--- config.mk ---
export PLATFORM = sky130hd
export DESIGN_NAME = draw_scheduler
export DESIGN_NICKNAME = d
export VERILOG_FILES = /design/src/rtl/draw_scheduler.sv
export SDC_FILE = /design/constraint.sdc
export NUM_CORES = 1
export LEC_CHECK = 0
export ABC_AREA = 1
export CORE_ASPECT_RATIO = 1.75
export CORE_MARGIN = 5
export CORE_UTILIZATION = 45
export CTS_CLUSTER_DIAMETER = 40
export CTS_CLUSTER_SIZE = 10
export DETAILED_ROUTE_END_ITERATION = 16
export PLACE_DENSITY = 0.84
export SETUP_SLACK_MARGIN = 0.1
export SYNTH_ARGS = -nofsm -noshare
export SYNTH_HDL_FRONTEND = slang
export SYNTH_SLANG_ARGS = --single-unit
--- constraint.sdc ---
create_clock -name clk -period 3.2 [get_ports clk]
set_clock_uncertainty 0.2 [all_clocks]
set_input_delay 0.48 -clock clk [delete_from_list [all_inputs] [get_ports clk]]
set_output_delay 0.48 -clock clk [all_outputs]
set_load 0.005 [all_outputs]
--- src/rtl/draw_scheduler.sv ---
// Sequences the blankboard and squaremapper engines onto the single VGA plot path.
// Latency: a queued square starts two cycles after its push from IDLE (IDLE->LOAD->SQ).
// Backpressure: cmd_ready = !full (low in RST); an offer while full is dropped, so hold cmd_valid.
//
// Ports:
//   clk, rst_n                      clock, async active-low reset
//   cmd_valid/cmd_ready, cmd_*      square command push into the FIFO
//   clear_req, clear_colour         board-clear request pulse and its colour
//   blank_start/blank_done, blank_* blankboard handshake, colour and pixel inputs
//   sq_start/sq_done, sq_*          squaremapper handshake, operands and pixel inputs
//   vga_x/vga_y/vga_colour/vga_plot muxed pixel path to the adapter
//   busy, draw_count                not-IDLE flag, completed square draws (wraps)
module draw_scheduler #(
  parameter int FIFO_DEPTH = 4,
  parameter int CNT_W      = 8
) (
  input  logic             clk,
  input  logic             rst_n,
  input  logic             cmd_valid,
  output logic             cmd_ready,
  input  logic [3:0]       cmd_x,
  input  logic [3:0]       cmd_y,
  input  logic             cmd_player,
  input  logic [1:0]       cmd_attack,
  input  logic [2:0]       cmd_colour,
  input  logic             clear_req,
  input  logic [2:0]       clear_colour,
  output logic             blank_start,
  output logic [2:0]       blank_colour,
  input  logic             blank_done,
  input  logic [8:0]       blank_x,
  input  logic [7:0]       blank_y,
  input  logic [2:0]       blank_col,
  input  logic             blank_plot,
  output logic             sq_start,
  output logic [3:0]       sq_x,
  output logic [3:0]       sq_y,
  output logic             sq_player,
  output logic [1:0]       sq_attack,
  output logic [2:0]       sq_colour,
  input  logic             sq_done,
  input  logic [8:0]       sq_vx,
  input  logic [7:0]       sq_vy,
  input  logic [2:0]       sq_col,
  input  logic             sq_plot,
  output logic [8:0]       vga_x,
  output logic [7:0]       vga_y,
  output logic [2:0]       vga_colour,
  output logic             vga_plot,
  output logic             busy,
  output logic [CNT_W-1:0] draw_count
);

  localparam int PTR_W = $clog2(FIFO_DEPTH);

  typedef struct packed {
    logic [3:0] x;
    logic [3:0] y;
    logic       player;
    logic [1:0] attack;
    logic [2:0] colour;
  } sq_cmd_t;

  typedef enum logic [2:0] {
    ST_RST,
    ST_BLANK,
    ST_IDLE,
    ST_LOAD,
    ST_SQ,
    ST_REL
  } state_t;

  state_t  state, state_nxt;
  sq_cmd_t fifo_mem [FIFO_DEPTH];
  sq_cmd_t cmd_in, fifo_head, sq_op;
  // One extra pointer bit distinguishes full from empty.
  logic [PTR_W:0] wr_ptr, rd_ptr;
  logic fifo_empty, fifo_full, push, pop;
  logic clear_acc, clear_pend;

  assign cmd_in     = {cmd_x, cmd_y, cmd_player, cmd_attack, cmd_colour};
  assign fifo_head  = fifo_mem[rd_ptr[PTR_W-1:0]];
  assign fifo_empty = (wr_ptr == rd_ptr);
  assign fifo_full  = (wr_ptr[PTR_W] != rd_ptr[PTR_W]) &&
                      (wr_ptr[PTR_W-1:0] == rd_ptr[PTR_W-1:0]);
  // Ready is taken from the pre-pop occupancy, so a pop never opens a slot in the same cycle.
  assign cmd_ready  = (state != ST_RST) && !fifo_full;
  assign push       = cmd_valid && cmd_ready;
  assign pop        = (state == ST_LOAD) && !fifo_empty;
  assign clear_acc  = clear_req && (state != ST_RST);
  assign busy       = (state != ST_IDLE);

  assign sq_x      = sq_op.x;
  assign sq_y      = sq_op.y;
  assign sq_player = sq_op.player;
  assign sq_attack = sq_op.attack;
  assign sq_colour = sq_op.colour;

  always_ff @(posedge clk or negedge rst_n) begin
    if (!rst_n) state <= ST_RST;
    else        state <= state_nxt;
  end

  always_comb begin
    state_nxt   = state;
    blank_start = 1'b0;
    sq_start    = 1'b0;
    vga_x       = '0;
    vga_y       = '0;
    vga_colour  = '0;
    vga_plot    = 1'b0;
    case (state)
      ST_RST:   state_nxt = ST_BLANK;
      ST_BLANK: begin
        blank_start = 1'b1;
        vga_x       = blank_x;
        vga_y       = blank_y;
        vga_colour  = blank_col;
        vga_plot    = blank_plot;
        if (blank_done) state_nxt = ST_REL;
      end
      ST_IDLE: begin
        if (clear_pend)       state_nxt = ST_BLANK;
        else if (!fifo_empty) state_nxt = ST_LOAD;
      end
      ST_LOAD:  state_nxt = ST_SQ;
      ST_SQ: begin
        sq_start   = 1'b1;
        vga_x      = sq_vx;
        vga_y      = sq_vy;
        vga_colour = sq_col;
        vga_plot   = sq_plot;
        if (sq_done) state_nxt = ST_REL;
      end
      // A cycle with both starts low lets an engine with a sticky done re-arm.
      ST_REL:   state_nxt = ST_IDLE;
      default:  state_nxt = ST_RST;
    endcase
  end

  // Queue storage carries no reset; occupancy is defined by the pointers alone.
  always_ff @(posedge clk) begin
    if (push) fifo_mem[wr_ptr[PTR_W-1:0]] <= cmd_in;
  end

  always_ff @(posedge clk or negedge rst_n) begin
    if (!rst_n) begin
      wr_ptr       <= '0;
      rd_ptr       <= '0;
      clear_pend   <= 1'b0;
      blank_colour <= 3'b000;
      sq_op        <= '0;
      draw_count   <= '0;
    end else begin
      if (push) wr_ptr <= wr_ptr + (PTR_W+1)'(1);
      if (pop) begin
        rd_ptr <= rd_ptr + (PTR_W+1)'(1);
        sq_op  <= fifo_head;
      end
      if (clear_acc) blank_colour <= clear_colour;
      // A new request on the same edge as entry to BLANK stays pending rather than being lost.
      if (clear_acc)
        clear_pend <= 1'b1;
      else if (state == ST_IDLE && clear_pend)
        clear_pend <= 1'b0;
      if (state == ST_SQ && sq_done) draw_count <= draw_count + CNT_W'(1);
    end
  end

endmodule

=== Word level (Yosys, flattened, before mapping) ===
Memory sizes are Yosys's and may differ from the RTL's. A register that Yosys moved wholly into a read port is not among the register bits.
Cells that the tools add are included.

* Reduce and logical (&&, ||, !) cells: 14
* Equality and inequality tests: 12
* Shift-type cells: 0
* Bitwise operators: 0
* Magnitude comparators: 0
* Multiplexer cells: 15
* Multipliers: 0
* Add/subtract/negate cells: 3
* Div/mod/pow operators: 0

{| class="wikitable"
|+ Operators with widths
! operator !! count
|-
| $pmux 3 s6 || 1
|-
| $pmux 9 s2 || 1
|-
| $pmux 8 s2 || 1
|-
| $mux 3 || 4
|-
| $add 8x1->8 const B || 1
|-
| $logic_and 1x1->1 || 7
|-
| $add 3x1->3 const B || 2
|-
| $eq 3x2->1 const B || 2
|-
| $eq 3x3->1 const B || 2
|-
| $mux 1 || 6
|-
| $pmux 3 s2 || 1
|-
| $ne 2x2->1 const B || 2
|-
| $eq 3x1->1 const B || 1
|-
| $eq 3x3->1 || 1
|-
| $logic_not 1->1 || 3
|-
| $logic_not 3->1 || 1
|-
| $ne 3x2->1 const B || 1
|-
| $ne 3x3->1 const B || 1
|-
| $reduce_and 3->1 || 1
|-
| $reduce_bool 3->1 || 1
|-
| $eq 2x2->1 || 1
|-
| $pmux 1 s2 || 1
|-
| $reduce_bool 2->1 || 1
|-
| $ne 1x1->1 || 1
|}

* Register bits after elaboration: 21
* Bits in writable memories: 56
* Bits in latches: 0
* Memories: 1
* Bits in read-only memories: 0
* Bits of input ports: 65

{| class="wikitable"
|+ Memory list
! memory !! depth !! bits a word !! read ports !! clocked after memory_dff !! write ports !! RTL line !! source
|-
| fifo_mem || 4 || 14 || 1 || 1 || 1 || 74 || <nowiki>sq_cmd_t fifo_mem [FIFO_DEPTH];</nowiki>
|}

=== Logic depth before layout (Yosys ltp) ===
* Depth after elaboration: 7
* Gate-level depth with buffers: 10
* Depth with buffers taken out: 9

=== Least setup slack after synthesis ===
OpenSTA, ideal clock, no wires.

* Path type: reg-to-reg
* From: register rd_ptr[2]
* To: memory fifo_mem[0][0] (netlist name), enable pin
* Data arrival time: 1.672 ns
* Period minus slack after synthesis: 2.256 ns
* Path slack: 0.944 ns
* Data required time: 2.615 ns
* Buffers on the path: 0
* Stages on the path, launching flop included: 6
* Library setup time: 0.385 ns
* Path through: dfrtp_1 xnor2_1 inv_1 nand2_1 nand3_1 nor2_1

* Longest elaborated chain between the ends: 7

{| class="wikitable"
|+ Ends and longest elaborated chain
! element !! RTL line !! source
|-
| start: declaration || 77 || <nowiki>logic [PTR_W:0] wr_ptr, rd_ptr;</nowiki>
|-
| start signal: assignment || 157 || <nowiki>rd_ptr <= rd_ptr + (PTR_W+1)'(1);</nowiki>
|-
| $ne 1x1->1 || 84 || <nowiki>assign fifo_full = (wr_ptr[PTR_W] != rd_ptr[PTR_W]) &&</nowiki>
|-
| $logic_and 1x1->1 || 84 ||
|-
| $logic_not 1->1 || 87 || <nowiki>assign cmd_ready = (state != ST_RST) && !fifo_full;</nowiki>
|-
| $logic_and 1x1->1 || 87 ||
|-
| $logic_and 1x1->1 || 88 || <nowiki>assign push = cmd_valid && cmd_ready;</nowiki>
|-
| $mux 1 || 143 || <nowiki>if (push) fifo_mem[wr_ptr[PTR_W-1:0]] <= cmd_in;</nowiki>
|-
| $mux 1 (not written as such) || 143 ||
|-
| end: declaration || 74 ||
|}

Every way passes these cells.

=== Worst setup path in the final report ===
* From: register state[1]
* To: output vga_y[0]

* Longest elaborated chain between the ends: 2

{| class="wikitable"
|+ Ends and longest elaborated chain
! element !! RTL line !! source
|-
| start: declaration || 73 || <nowiki>state_t state, state_nxt;</nowiki>
|-
| start signal: assignment || 101 || <nowiki>else state <= state_nxt;</nowiki>
|-
| $eq 3x3->1 or $eq 3x1->1 (tied branches) || 112 || <nowiki>case (state)</nowiki>
|-
| $pmux 8 s2 (*) || 112 ||
|-
| end: declaration || 47 || <nowiki>output logic [7:0] vga_y,</nowiki>
|}

Every way passes the cells marked *; elsewhere a longest branch is shown, timed or not.

==> results.yml <==
outcome:
  status: "complete, no violations"
layout:
  final_cell_area_um2: 5552
  final_nets: 547
  num-fill-cells: 673
  syn2layout_area_growth_pct: 40.77
  multiInputGateArea_um2: 1232
  layout-drive-gt1-share_pct: 8.316
  regArea_um2: 2557
  most-common-layout-cells: "clkdlybuf4s50_1, nand2_1, edfxtp_1"
  final_common_cell: "clkdlybuf4s50_1"
  diodes: 0
synthesis:
  synthXorXnorAreaFrac_pct: 2.221
  muxShareOfSynthArea_pct: 0.8566
  synth.avg_cell_area_um2: 11.08
  synth-seq-area-share_pct: 64.85
  syn_nets: 427
  yosys_register_bits: 91
  synthArstFlopShare_pct: 38.46
  synth_top_family_by_area: "simple AND/OR/NAND/NOR gates"
  syn_inst: 356
  yosysWarnings: 0
  synthFlopType: "edfxtp_1"
  synth.distinct_cells: 29
  yosys.area_share.simple_pct: 15.16
  synth_edf_count: 56
  synth-compound-area-share_pct: 11.10
  synthAdderAreaFrac_pct: 1.904
  netlist_area_um2: 3944
drt:
  vias: 3095
  drc_errors: 0
  finalWirelength_um: 9890
  vias_per_cell: 5.176
  first_pass_iters: 4
  wl_per_cell_um: 16.54
  drt-initial-drc-count: 169
  drtAntennaViolNets: 0
sta:
  finalMaxSlewViolations: 0
  worst_slew_pin_slew_ns: 0.4465
  rsz0062_at_grt: "false"
  tns_ns: 0
  hold_viol_final: 0
  max_freq_mhz: 358.2
  fin_crit_ns: 2.792
  slew_headroom_pct: 70.24
  finalSetupViolCount: 0
  fin_crit_sh_pct: 87.24
pwr:
  power_density_nw_per_um2: 873.4
  p_leak_uw: 0.002255
  ir_drop_mv: 0.5197
floorplanning:
  chipWidth_um: 80.77
  die_y_um: 133.8
  core_area_um2: 8615
  std_cell_rows: 45
  io-pin-count: 115
  die_area_um2: 10810
  initial_core_util_pct: 45.78
grt:
  grt_overflow_total: 0
  grt_max_degree: 36
  antenna_found_initial: 0
  grt_pass1_wl_um: 15370
  grt_pass1_vias: 3253
  gr-usage-all-layers_pct: 18.69
clock_network:
  htree_levels: 3
  cts_tree: "yes"
  cts_buffers: 9
  postCtsSetupBuffers: 0
  cts-root-buf: "clkbuf_16"
  clkLatencyLatePin_ns: 0.34
  cts.path.max_buffers: 2
  cts.sinks: 91
  path_clk_slew_ns: 0.06
run:
  max-cap-violations: 0
setup_path:
  crit_required_ns: 2.52
  path_class: "flip-flop to output pin"
  start_kind: "flip-flop"
  arrival_ns: 2.11
  crit_fanout: 23
  endpoint_kind: "output pin"
place:
  hpwlAfterDp_um: 7258
  place_area_um2: 5223
  port_buffers: 114
  gp_congestion: 0.8081
hold_path:
  hold_path.class: "flip-flop to flip-flop"
worst paths after layout:
kind | startpoint | to | slack [ns] | cells past startpoint
worst max register to register | rd_ptr[1] | fifo_mem[2][9] | 1.03 | 8
min in group asynchronous | rst_n | draw_count[3] | 0.35 | 2
worst min-delay path | sq_x[3] | sq_x[3] | 0.29 | 2
max in group asynchronous | rst_n | sq_attack[1] | 2.13 | 2
worst min register to register | sq_x[3] | sq_x[3] | 0.29 | 2
worst max-delay path | state[1] | vga_y[0] | 0.41 | 5
repair_timing:
action                     4_1_cts  5_1_grt
hold buffers                     0        0
setup endpoints to repair        0        7
gates resized for setup          0        1
critical path, cell delays in order (launching register included):
cell	delay, ns
dfrtp_1	0.43
nor2_2	0.07
nand2_1	0.14
clkinvlp_4	0.36
a22o_1	0.32
clkdlybuf4s50_1	0.46
cell type report:
type,instances,area share (%)
sequential,91,46.07
multi-input combinational,231,22.20
timing repair buffer,123,21.77
clock buffer,9,4.057
tap,117,2.637
clock inverter,7,1.803
inverter,20,1.465
cell families after synthesis:
group	Yosys count
AND/OR/NAND/NOR	144
flip-flops	91
AO/OA/AOI/OAI	68
buffers and inverters	34
XOR/XNOR	10
adder cells (fa/ha/maj)	6
multiplexers	3
power breakdown:
part	switching (uW)	internal (uW)	leakage (uW)
sequential	192	1600	0.000947
clock	430	689	0.000160
combinational	980	963	0.00115
total	1600	3250	0.00225
registers in the layout (all words and copies together), names as in the netlist:
register	flops
fifo_mem	56
blank_colour	3
state	3
sq_attack	2
sq_player	1
sq_x	4
wr_ptr	3
draw_count	8
rd_ptr	3
sq_y	4
clear_pend	1
sq_colour	3
per-stage QoR:
step / utilization [%] / cells / worst slack (ns) / power [uW] / hold slack [ns]
2_1_floorplan: - / 356 / 0.9436 / 2818 / -0.01559
3_3_place_gp: 60.62 / 582 / 0.6952 / 3661 / 0.2657
3_5_place_dp: 60.62 / 582 / 0.5789 / 3759 / 0.2790
4_1_cts: 64.40 / 598 / 0.2144 / 4896 / 0.2959
5_1_grt: 64.44 / 598 / 0.2815 / 5161 / 0.3097
6_report: 64.44 / 598 / 0.4084 / 4849 / 0.2898
synthesized netlist by cell type, types with 2 or more instances:
master,n,share of area (%)
nand2_1,87,8.3
edfxtp_1,56,43
nor2_1,38,3.6
dfrtp_1,35,22
o21ai_0,31,3.9
a22o_1,21,4.7
inv_1,18,1.7
o22ai_1,15,2.4
buf_2,7,0.89
ha_1,6,1.9
xor2_1,6,1.3
nand4_1,5,0.79
clkbuf_1,4,0.38
nand2_2,4,0.63
xnor2_1,4,0.89
mux2_2,3,0.86
nand3_1,3,0.38
buf_6,2,0.57
routing by layer:
| metal | vias up | global-route usage (%) | wire (um) |
|---|---|---|---|
| met4 | 0 | 12.03 | 365 |
| li1 | 1470 | - | - |
| met2 | 148 | 33.07 | 5263 |
| met5 | - | 0 | 0 |
| met1 | 1446 | 17.96 | 3208 |
| met3 | 31 | 6.116 | 1053 |
Note: power is estimated with default switching activity, not from simulation.
